[src/rtl/usb_tx_line.sv]
// Full-speed USB transmit line encoder: paces serializer bits at the line rate,
// inserts stuff bits, NRZI-encodes, appends SE0/SE0/J and drives the pad signals.
module usb_tx_line #(
  parameter int CLK_DIV = 4  // clock cycles per line bit, legal 3..16
) (
  input  logic clk,
  input  logic rst_n,
  input  logic ll_start,
  input  logic ll_bit,
  input  logic ll_last,
  output logic ll_ack,
  output logic phy_tx_dp,
  output logic phy_tx_dn,
  output logic phy_tx_en
);

  localparam int               CNT_W     = (CLK_DIV > 1) ? $clog2(CLK_DIV) : 1;
  localparam logic [CNT_W-1:0] CNT_MAX   = CNT_W'(CLK_DIV - 1);
  localparam logic [2:0]       STUFF_RUN = 3'd6;

  typedef enum logic [2:0] {
    IDLE,
    DATA,
    EOP0,
    EOP1,
    EOPJ
  } state_t;

  state_t           r_state, w_state_nxt;
  logic [CNT_W-1:0] r_cnt, w_cnt_nxt;
  logic [2:0]       r_ones, w_ones_nxt;
  logic             r_last_seen, w_last_seen_nxt;
  logic             r_lvl, w_lvl_nxt;
  logic             r_dp, r_dn, r_en;
  logic             w_dp_nxt, w_dn_nxt, w_en_nxt;
  logic             w_slot_start;

  assign w_slot_start = (r_cnt == '0);

  // Decoded purely from registered state so upstream sees a clean one-cycle pulse.
  assign ll_ack = (r_state == DATA) && w_slot_start && (r_ones != STUFF_RUN) && !r_last_seen;

  // NOTE: every signal gets a default before the case so no latch is inferred.
  always_comb begin
    w_state_nxt     = r_state;
    w_cnt_nxt       = r_cnt;
    w_ones_nxt      = r_ones;
    w_last_seen_nxt = r_last_seen;
    w_lvl_nxt       = r_lvl;

    if (r_state != IDLE) begin
      w_cnt_nxt = (r_cnt == CNT_MAX) ? '0 : r_cnt + 1'b1;
    end

    case (r_state)
      IDLE: begin
        if (ll_start) begin
          w_state_nxt     = DATA;
          w_cnt_nxt       = '0;
          w_ones_nxt      = '0;
          w_last_seen_nxt = 1'b0;
        end
      end
      DATA: begin
        if (w_slot_start) begin
          if (r_ones == STUFF_RUN) begin
            w_lvl_nxt  = ~r_lvl;
            w_ones_nxt = '0;
          end else if (r_last_seen) begin
            w_state_nxt = EOP0;
          end else begin
            w_lvl_nxt       = ll_bit ? r_lvl : ~r_lvl;
            w_ones_nxt      = ll_bit ? r_ones + 3'd1 : 3'd0;
            w_last_seen_nxt = ll_last;
          end
        end
      end
      EOP0: if (w_slot_start) w_state_nxt = EOP1;
      EOP1: if (w_slot_start) w_state_nxt = EOPJ;
      EOPJ: begin
        if (w_slot_start) begin
          w_state_nxt = IDLE;
          w_cnt_nxt   = '0;
          w_lvl_nxt   = 1'b1;
        end
      end
      default: w_state_nxt = IDLE;
    endcase

    // Pads follow the slot being entered; the IDLE->DATA edge only arms the first slot.
    w_en_nxt = (r_state != IDLE) && (w_state_nxt != IDLE);
    case (w_state_nxt)
      DATA: begin
        w_dp_nxt = w_lvl_nxt;
        w_dn_nxt = ~w_lvl_nxt;
      end
      EOP0, EOP1: begin
        w_dp_nxt = 1'b0;
        w_dn_nxt = 1'b0;
      end
      default: begin
        w_dp_nxt = 1'b1;
        w_dn_nxt = 1'b0;
      end
    endcase
  end

  // NOTE: sequential state uses non-blocking assignments so all registers update together.
  always_ff @(posedge clk or negedge rst_n) begin
    if (!rst_n) begin
      r_state     <= IDLE;
      r_cnt       <= '0;
      r_ones      <= '0;
      r_last_seen <= 1'b0;
      r_lvl       <= 1'b1;
      r_dp        <= 1'b1;
      r_dn        <= 1'b0;
      r_en        <= 1'b0;
    end else begin
      r_state     <= w_state_nxt;
      r_cnt       <= w_cnt_nxt;
      r_ones      <= w_ones_nxt;
      r_last_seen <= w_last_seen_nxt;
      r_lvl       <= w_lvl_nxt;
      r_dp        <= w_dp_nxt;
      r_dn        <= w_dn_nxt;
      r_en        <= w_en_nxt;
    end
  end

  assign phy_tx_dp = r_dp;
  assign phy_tx_dn = r_dn;
  assign phy_tx_en = r_en;

endmodule
[config.mk]
export PLATFORM = sky130hd
export DESIGN_NAME = usb_tx_line
export DESIGN_NICKNAME = d
export VERILOG_FILES = /design/src/rtl/usb_tx_line.sv
export SDC_FILE = /design/constraint.sdc
export NUM_CORES = 1
export LEC_CHECK = 0
export ABC_AREA = 1
export BUFFER_PORTS_ARGS = -buffer_cell sky130_fd_sc_hd__buf_2
export CAP_MARGIN = 40
export CORE_MARGIN = 2
export CORE_UTILIZATION = 40
export DETAILED_ROUTE_END_ITERATION = 16
export PLACE_DENSITY = 0.65
export SYNTH_ARGS = -nofsm -noshare
export SYNTH_HDL_FRONTEND = slang
export SYNTH_SLANG_ARGS = --single-unit
[constraint.sdc]
create_clock -name clk -period 1.36 [get_ports clk]
set_input_delay 0.136 -clock clk [delete_from_list [all_inputs] [get_ports clk]]
set_output_delay 0.136 -clock clk [all_outputs]
set_load 0.005 [all_outputs]
======== Word-level counts from Yosys, hierarchy flattened ========
Index checks and enable logic that the tools add are counted.
word-level totals
  RAM bits ................................ 0
  bits in latches ......................... 0
  logic and storage cells ................. 71
  memory bits (read-only) ................. 0
  bits in registers ....................... 13
  input bits .............................. 5
  memories ................................ 0
  output and inout port bits .............. 4
cells by class
  shift operators ......................... 0
  eq/ne operators ......................... 14
  muxes and demuxes ....................... 32
  reductions and logical operators ........ 13
  divide/modulo/power cells ............... 0
  $mul .................................... 0
  add/subtract/negate cells ............... 2
  bitwise logic cells ..................... 2
  order comparisons ....................... 0
operator list
  kind                                                    count
  2-to-1 mux 3 bit                                        12
  case mux 3 bit (5 select lines)                         1
  == test 3 x 2 -> 1 bit (second input constant)          4
  2-to-1 mux 1 bit                                        10
  2-to-1 mux 2 bit                                        4
  AND reduction 4 bit                                     2
  == test 3 x 1 -> 1 bit (second input constant)          2
  == test 3 bit (second input constant)                   2
  inequality test 2 bit (second input constant)           3
  case mux 1 bit (2 select lines)                         3
  case mux 3 bit (2 select lines)                         1
  nonzero test 3 bit                                      2
  logical AND 1 bit                                       4
  case mux 2 bit (2 select lines)                         1
  adder 3 x 1 -> 3 bit (second input constant)            1
  logical NOT 3 bit                                       1
  inequality test 3 x 2 -> 1 bit (second input constant)  1
  inequality test 3 bit (second input constant)           1
  adder 2 x 1 -> 2 bit (second input constant)            1
  == test 2 bit (second input constant)                   1
  logical NOT 2 bit                                       1
  inverter 1 bit                                          2
  nonzero test 2 bit                                      1
  OR reduction 2 bit                                      1
  logical NOT 1 bit                                       1

======== Longest topological paths before layout ========
Gate-level depths: netlist (run 1).
  depth in word-level cells ............... 8
  mapped depth ............................ 10
  depth with buffers taken out ............ 10

======== Least setup slack after synthesis (run 1) ========
Ideal clock, no wire load.
  kind .................................... register -> register
  start point ............................. reg r_cnt[0]
  end point ............................... reg r_en, in the netlist phy_tx_en
  arrival ................................. 1.261 ns
  data required time ...................... 1.247 ns
  clock period less this slack ............ 1.374 ns
  setup slack ............................. -0.014 ns
  cell stages (with the launch flop) ...... 10
  setup time .............................. 0.113 ns
  buffers on the path ..................... 0
  cell sequence ........................... dfrtp_1 -> inv_1 -> ha_1 -> inv_1 -> nand4_1 -> nand2_1 -> nor2_2 -> nand3b_1 -> nand2_1 -> inv_1
between the ends
  cells in the longest elaborated chain, start to end .. 5
  elaborated cells on any way between the ends .. 8
  classes of those cells .................. mux (5); reduce/logical (3)
ends and longest elaborated chain
  item                                        RTL line  RTL
  start: declaration                          30        logic [CNT_W-1:0] r_cnt, w_cnt_nxt;
  start signal: assignment                    121       r_cnt <= w_cnt_nxt;
  logical NOT 2 bit (*)                       38        assign w_slot_start = (r_cnt == '0);
  2-to-1 mux 3 bit, on equally long branches  -
  case mux 3 bit (5 select lines) (*)         55        case (r_state)
  nonzero test 3 bit (*)                      91        w_en_nxt = (r_state != IDLE) && (w_state_nxt != IDLE);
  logical AND 1 bit (*)                       91
  net w_en_nxt                                35        logic w_dp_nxt, w_dn_nxt, w_en_nxt;
  end signal: assignment                      127       r_en <= w_en_nxt;
  end: declaration                            34        logic r_dp, r_dn, r_en;
Mark *: on every way through the listed nets, which the timed path passes. The rest lies on a longest branch.
A chain may end at the register's enable or synchronous reset.

======== Worst setup path in the final report (run 1) ========
  start point ............................. reg r_state[2]
  end point ............................... out ll_ack
between the ends
  cells in the longest elaborated chain, start to end .. 4
ends and longest elaborated chain
  item                             RTL line  RTL
  start: declaration               29        state_t r_state, w_state_nxt;
  start signal: assignment         120       r_state <= w_state_nxt;
  == test 3 x 1 -> 1 bit           41        assign ll_ack = (r_state == DATA) && w_slot_start && (r_ones != STUFF_RUN) && !r_last_seen;
  logical AND 1 bit (3 in series)  41
  end: declaration                 11        output logic ll_ack,
Every way passes these cells.

==> metrics.yaml, run 1 <==
sta:
  slew_headroom_pct: 77.68
  finalHoldWorstSlack_ns: 0.08371
  finClkSkew_ns: 0.006008
  period_share_pct: 105.7
  setup-violations-final: 5
  hold_violations: 0
  drv_slew: 0
  worst_slew_pin_slew_ns: 0.3348
  finalCriticalPeriod_ns: 1.438
  fin_ws_ns: -0.07782
  rsz0062_at_grt: "yes"
  fmax_mhz: 695.5
route:
  drt_iter0_drc: 8
  drt_wl_total_um: 1743
  vias_per_cell: 4.796
  ant_nets: 0
  route.detailed.drc: 0
  dr.pass1.iters: 4
  wl_per_cell_um: 11.47
  dr_total_vias: 729
setup_path:
  crit_path_max_incr_delay_ns: 0.43
  critPathTopFamily: "simple AND/OR/NAND/NOR gates"
  cp-end-kind: "output port"
  cp_max_fo: 4
  cp.arrival_ns: 1.30
  ff2ff_path_depth: 9
  path_class: "reg2out"
  crit_slowest_cell: "dfrtp_1"
  cp.depth: 4
  cp-start-kind: "register"
  cp.buffers_inverters: 1
  crit_chain: "nor2_4 -> nand3_4 -> nor3_2 -> buf_2"
  required_ns: 1.22
clock_network:
  root_buffer: "clkbuf_4"
  clkTransAtPathRegs_ns: 0.08
  cts_tree: "built"
  clk_latency_ns: 0.27
  htreeDepth: 1
  cts.sinks: 13
  clk_path_buf_depth: 2
  cts_made_buffers: 3
power:
  pwr-share-comb_pct: 63.1
  power_leakage_nw: 0.5615
  internal_power_mw: 1.448
  p_clk_share_pct: 9.2
  report.power.total_mw: 2.566
  p_sw_share_pct: 43.58
  power_density_mw_per_mm2: 2322
  switchingPower_mw: 1.118
  ir_worst_vdd_mv: 1.236
  seqPwrFrac_pct: 27.8
yosys:
  yosysWarningCount: 0
  synthesis.nets: 106
  ys_seq_area_share_pct: 41.99
  yosysUniqueCellTypes: 23
  syn_area_um2: 780.7
  synth_cells: 97
  synth_seq_cells: 13
  avgSynthCellArea_um2: 8.049
final_layout:
  seq_area_um2: 327.8
  drive_gt1_share_pct: 46.46
  syn2layout_area_growth_pct: 41.51
  instances_no_fill: 152
  num-fill-cells: 159
  multiInputGateArea_um2: 462.9
  nets: 137
  antenna_cells: 0
floorplan:
  core_mm2: 0.001783
  row_count: 15
  dieWidth_um: 48.18
  dieArea_mm2: 0.002321
  pin_count: 9
  dieHeight_um: 48.18
  start_util_pct: 43.79
placement:
  pre_cts_ws_ns: -0.05691
  portBuffers: 8
  dp.cells: 138
  routabilityCongestion: 0.7435
  hpwlAfterDp_um: 1137
grt:
  grt_pass1_wl_um: 2960
  grt_pass1_vias: 693
  grt_overflow_total: 0
  grt.total_usage_pct: 18.69
  antenna_found_initial: 0
  grt_max_degree: 14
run_status:
  outcome: "finished, violations left"
  violations: "setup timing"
hold_path:
  hold_path_depth: 3
  holdCritPathClass: "in2reg"
flow_run:
  max_cap_viol_count: 0
-- registers in the layout (all words and copies together) (netlist names) --
name	cells
phy_tx_en	1
r_state	3
r_cnt	2
phy_tx_dp	1
r_ones	3
r_last_seen	1
phy_tx_dn	1
r_lvl	1
-- power groups by stage --
stage | clock, mW | combinational, mW | sequential, mW
final | 0.235 | 1.62 | 0.712
after global routing | 0.266 | 1.80 | 0.733
after CTS | 0.244 | 1.42 | 0.705
after detailed placement | 0 | 1.21 | 0.685
after global placement | 0 | 1.20 | 0.681
after floorplan | 0 | 0.890 | 0.664
-- synth_stat cells (all sizes together) --
library cell,count,area (um^2)
a22o,1,8.760
buf,1,11.26
dfrtp,11,275.3
dfstp,2,52.55
ha,4,50.05
inv,15,56.30
nand2,26,107.6
nand3,5,30.03
nand3b,1,7.510
nand4,3,18.77
nor2,12,57.56
nor3,4,31.28
o211ai,1,7.510
o21ai,9,48.80
o221a,1,11.26
or2,1,6.260
-- worst register-to-register path: cells and delay by family (launching register included) --
| kind | cells | cell delay [ns] |
|---|---|---|
| flip-flops | 1 | 0.39 |
| AO/OA/AOI/OAI | 1 | 0.08 |
| buffers and inverters | 2 | 0.21 |
| AND/OR/NAND/NOR | 5 | 0.48 |
| adder cells (fa/ha/maj) | 1 | 0.14 |
-- cell families (layout without fill, tap and decap cells) --
| kind of cell | count (synthesis) | after routing | share of synthesized area, % |
|---|---|---|---|
| compound gates | 12 | 12 | 9.777 |
| flops | 13 | 13 | 41.99 |
| simple gates | 52 | 52 | 33.18 |
| fa+ha+maj | 4 | 4 | 6.411 |
| buf+inv | 16 | 46 | 8.653 |
-- through the flow --
step           cell area [um^2]  setup TNS, ns  utilization, %
2_1_floorplan             783.3              0               -
3_3_place_gp              910.9       -0.03663           51.09
3_5_place_dp              910.9       -0.05691           51.09
4_1_cts                    1042        -0.1170           58.46
5_1_grt                    1105        -0.8258           61.96
6_report                   1105        -0.1116           61.96
-- cell usage in the layout (no fill, tap or decap), types with 4 or more instances in the layout --
cell	count
inv_2	5
buf_2	8
inv_1	10
buf_4	14
nor2_2	4
dfrtp_1	11
nor2_1	6
nand3_1	4
nand2_1	23
buf_6	4
o21ai_2	5
-- repair_timing --
action | in CTS | in global routing
endpoints found under the setup margin | 5 | 9
endpoints found under the hold margin | 11 | 0
pin swaps | 7 | 9
setup buffers | 6 | 4
gates resized for setup | 17 | 11
hold buffers | 1 | 0
-- cell type report --
type                       count  area share, %
clock buffer                   4          2.378
inverter                      15          5.096
multi-input combinational     68          41.90
sequential                    13          29.67
tap                           25          2.831
timing repair buffer          27          18.12
-- routing by layer --
metal | wire [um] | share of wire (%) | track usage, % | vias up
met1 | 841 | 48 | 23.17 | 340
li1 | - | - | - | 379
met2 | 848 | 49 | 31.84 | 8
met3 | 45 | 2.6 | 5.556 | 2
met4 | 8 | 0.46 | 4.324 | 0
met5 | 0 | 0 | 0 | -
-- path summary, 6_finish.rpt --
kind | start | end | slack [ns]
max | r_state[2] | ll_ack | -0.08
min | ll_last | r_last_seen | 0.08
max reg2reg | r_ones[0] | r_ones[2] | -0.02
min reg2reg | r_lvl | r_lvl | 0.51
max in group asynchronous | rst_n | phy_tx_dp | 0.81
min in group asynchronous | rst_n | r_ones[0] | 0.27
(Power assumes the default switching activity.)
==> run 2, diff against run 1 <==
CORE_UTILIZATION = 55   (was 40)
GPL_ROUTABILITY_DRIVEN = 0   (was default)
PLACE_DENSITY = 0.81   (was 0.65)
clock period = 1.35 ns   (was 1.36 ns; I/O delays follow)
==> metrics.yaml, run 2 (synthesized netlist as in run 1, its figures left out) <==
final_layout:
  nets: 132  # was 137
  drive_gt1_share_pct: 42.62  # was 46.46%
  syn2layout_area_growth_pct: 31.41  # was 41.51%
  final_area_mm2: 0.001026  # was 0.001105 mm^2
  final_cell_mix: "nand2_1, buf_4, inv_1, dfrtp_1, buf_2"  # was nand2_1, buf_4, dfrtp_1, inv_1, buf_2
  reg.largest.list: "r_ones: 3 flops, r_state: 3 flops, r_cnt: 2 flops"  # unchanged
  mostFrequentLayoutCell: "nand2_1"  # unchanged
  fin_util_pct: 77.87  # was 61.96%
  instances_no_fill: 137  # was 152
  antenna_cells: 0  # unchanged
power:
  report.power.total_mw: 2.448  # was 2.566 mW
  power_leakage_nw: 0.5348  # was 0.5615 nW
  internal_power_mw: 1.362  # was 1.448 mW
  power_density_mw_per_mm2: 2386  # was 2322 mW/mm^2
  seqPwrFrac_pct: 29.7  # was 27.8%
  p_clk_share_pct: 9.7  # was 9.2%
  pwr-share-comb_pct: 60.6  # was 63.1%
  p_sw_share_pct: 44.35  # was 43.58%
  ir_worst_vdd_mv: 1.432  # was 1.236 mV
  switchingPower_mw: 1.086  # was 1.118 mW
clock_network:
  clk_latency_ns: 0.28  # was 0.27 ns
  cts_made_buffers: 3  # unchanged
  root_buffer: "clkbuf_4"  # unchanged
  cts.sinks: 13  # unchanged
  htreeDepth: 1  # unchanged
  clk_path_buf_depth: 2  # unchanged
  clkTransAtPathRegs_ns: 0.07  # was 0.08 ns
  cts_tree: "built"  # unchanged
sta:
  drv_slew: 0  # unchanged
  slew_headroom_pct: 78.39  # was 77.68%
  fin_ws_ns: -0.1177  # was -0.07782 ns
  finClkSkew_ns: 0.001902  # was 0.006008 ns
  finalCriticalPeriod_ns: 1.468
  fmax_mhz: 681.3
  fin_setup_tns_ns: -0.5974  # was -0.1116 ns
  setup-violations-final: 8  # was 5
  finalHoldWorstSlack_ns: 0.07579  # was 0.08371 ns
  worst_slew_pin_slew_ns: 0.3241  # was 0.3348 ns
  rsz0062_at_grt: "yes"  # unchanged
  hold_violations: 0  # unchanged
  period_share_pct: 108.7
setup_path:
  cp_max_fo: 6  # was 4
  worstReg2RegStart: "r_ones[0]"  # unchanged
  required_ns: 1.56  # was 1.22 ns
  cp.arrival_ns: 1.68  # was 1.30 ns
  path_class: "reg2reg"  # was reg2out
  cp-start-kind: "register"  # unchanged
  cp-end-kind: "register"  # was output port
  setup.worst_path.start: "r_ones[0]"  # was r_state[2]
route:
  route.detailed.drc: 0  # unchanged
  wl_per_cell_um: 13.58  # was 11.47 um
  drt_iter0_drc: 19  # was 8
  drt_wl_total_um: 1860  # was 1743 um
  dr.pass1.iters: 4  # unchanged
  vias_per_cell: 5.285  # was 4.796
  ant_nets: 0  # unchanged
  dr_total_vias: 724  # was 729
flow_run:
  max_cap_viol_count: 0  # unchanged
floorplan:
  dieWidth_um: 41.68  # was 48.18 um
  dieArea_mm2: 0.001737  # was 0.002321 mm^2
  pin_count: 9  # unchanged
  start_util_pct: 59.26  # was 43.79%
  core_mm2: 0.001318  # was 0.001783 mm^2
  row_count: 13  # was 15
  dieHeight_um: 41.68  # was 48.18 um
placement:
  hpwlAfterDp_um: 1220  # was 1137 um
  portBuffers: 8  # unchanged
  dp.cells: 124  # was 138
  pre_cts_ws_ns: -0.09321  # was -0.05691 ns
  dpl_cell_area_um2: 868.3  # was 910.9 um^2
hold_path:
  hold_start: "ll_last"  # unchanged
  holdCritPathClass: "in2reg"  # unchanged
grt:
  grt.total_usage_pct: 23.94  # was 18.69%
  antenna_found_initial: 0  # unchanged
  grt_overflow_total: 0  # unchanged
  grt_pass1_vias: 726  # was 693
  grt_pass1_wl_um: 3111  # was 2960 um
  grt_max_degree: 14  # unchanged
run_status:
  outcome: "finished, violations left"  # unchanged
  violations: "setup timing"  # unchanged
==> run 2: cell count changes in the layout (fill, tap and decap cells not counted), moves of 2 or more <==
cell,previous run,this run
ha_1,0,2
buf_6,4,1
buf_4,14,12
nor2_2,4,6
inv_2,5,3
==> run 2: cell type report <==
class / count / area [um^2]
clock buffer: 4 / 26.28
inverter: 15 / 58.81
timing repair buffer: 22 / 151.4
fill: 85 / 291.5
multi-input combinational: 68 / 441.7
tap: 15 / 18.77
sequential: 13 / 329.1
==> run 2: power by group through the flow <==
| stage | logic [mW] | registers [mW] | clock network, mW |
|---|---|---|---|
| after detailed placement | 1.19 | 0.708 | 0 |
| final | 1.48 | 0.727 | 0.237 |
| after global routing | 1.68 | 0.749 | 0.261 |
| after global placement | 1.15 | 0.701 | 0 |
| after CTS | 1.41 | 0.716 | 0.247 |
| after floorplan | 0.897 | 0.669 | 0 |
==> run 2: timing repair <==
item | CTS | global route
gates cloned | 0 | 0
gates resized for setup | 14 | 7
hold buffers | 1 | 0
endpoints found under the hold margin | 11 | 0
setup endpoints to repair | 8 | 11
pin swaps | 5 | 2
setup buffers | 5 | 3
==> run 2: worst paths after layout <==
kind                               endpoint  slack (ns)  cells past startpoint
worst max-delay path              r_ones[0]       -0.12                      9
worst min-delay path            r_last_seen        0.08                      3
worst max register to register    r_ones[0]       -0.12                      9
worst min register to register        r_lvl        0.51                      2
max in group asynchronous         phy_tx_dp        0.80                      2
min in group asynchronous         r_ones[0]        0.27                      2
==> run 2: critical path: stages, from the launching register on <==
cell and delay, ns:
dfrtp_1 0.39, inv_1 0.08, ha_2 0.20, nand2_4 0.07, nand3_4 0.08, buf_6 0.11, nor2_2 0.04, nor3_4 0.23
nand2_1 0.11, o21ai_1 0.09
==> run 2: routing by layer <==
metal,global-route usage [%],part of all wire [%],up-vias
li1,-,-,366
met2,39.38,52,16
met1,27.61,43,338
met4,13.55,1.0,0
met3,6.957,4.2,4
met5,0,0,-
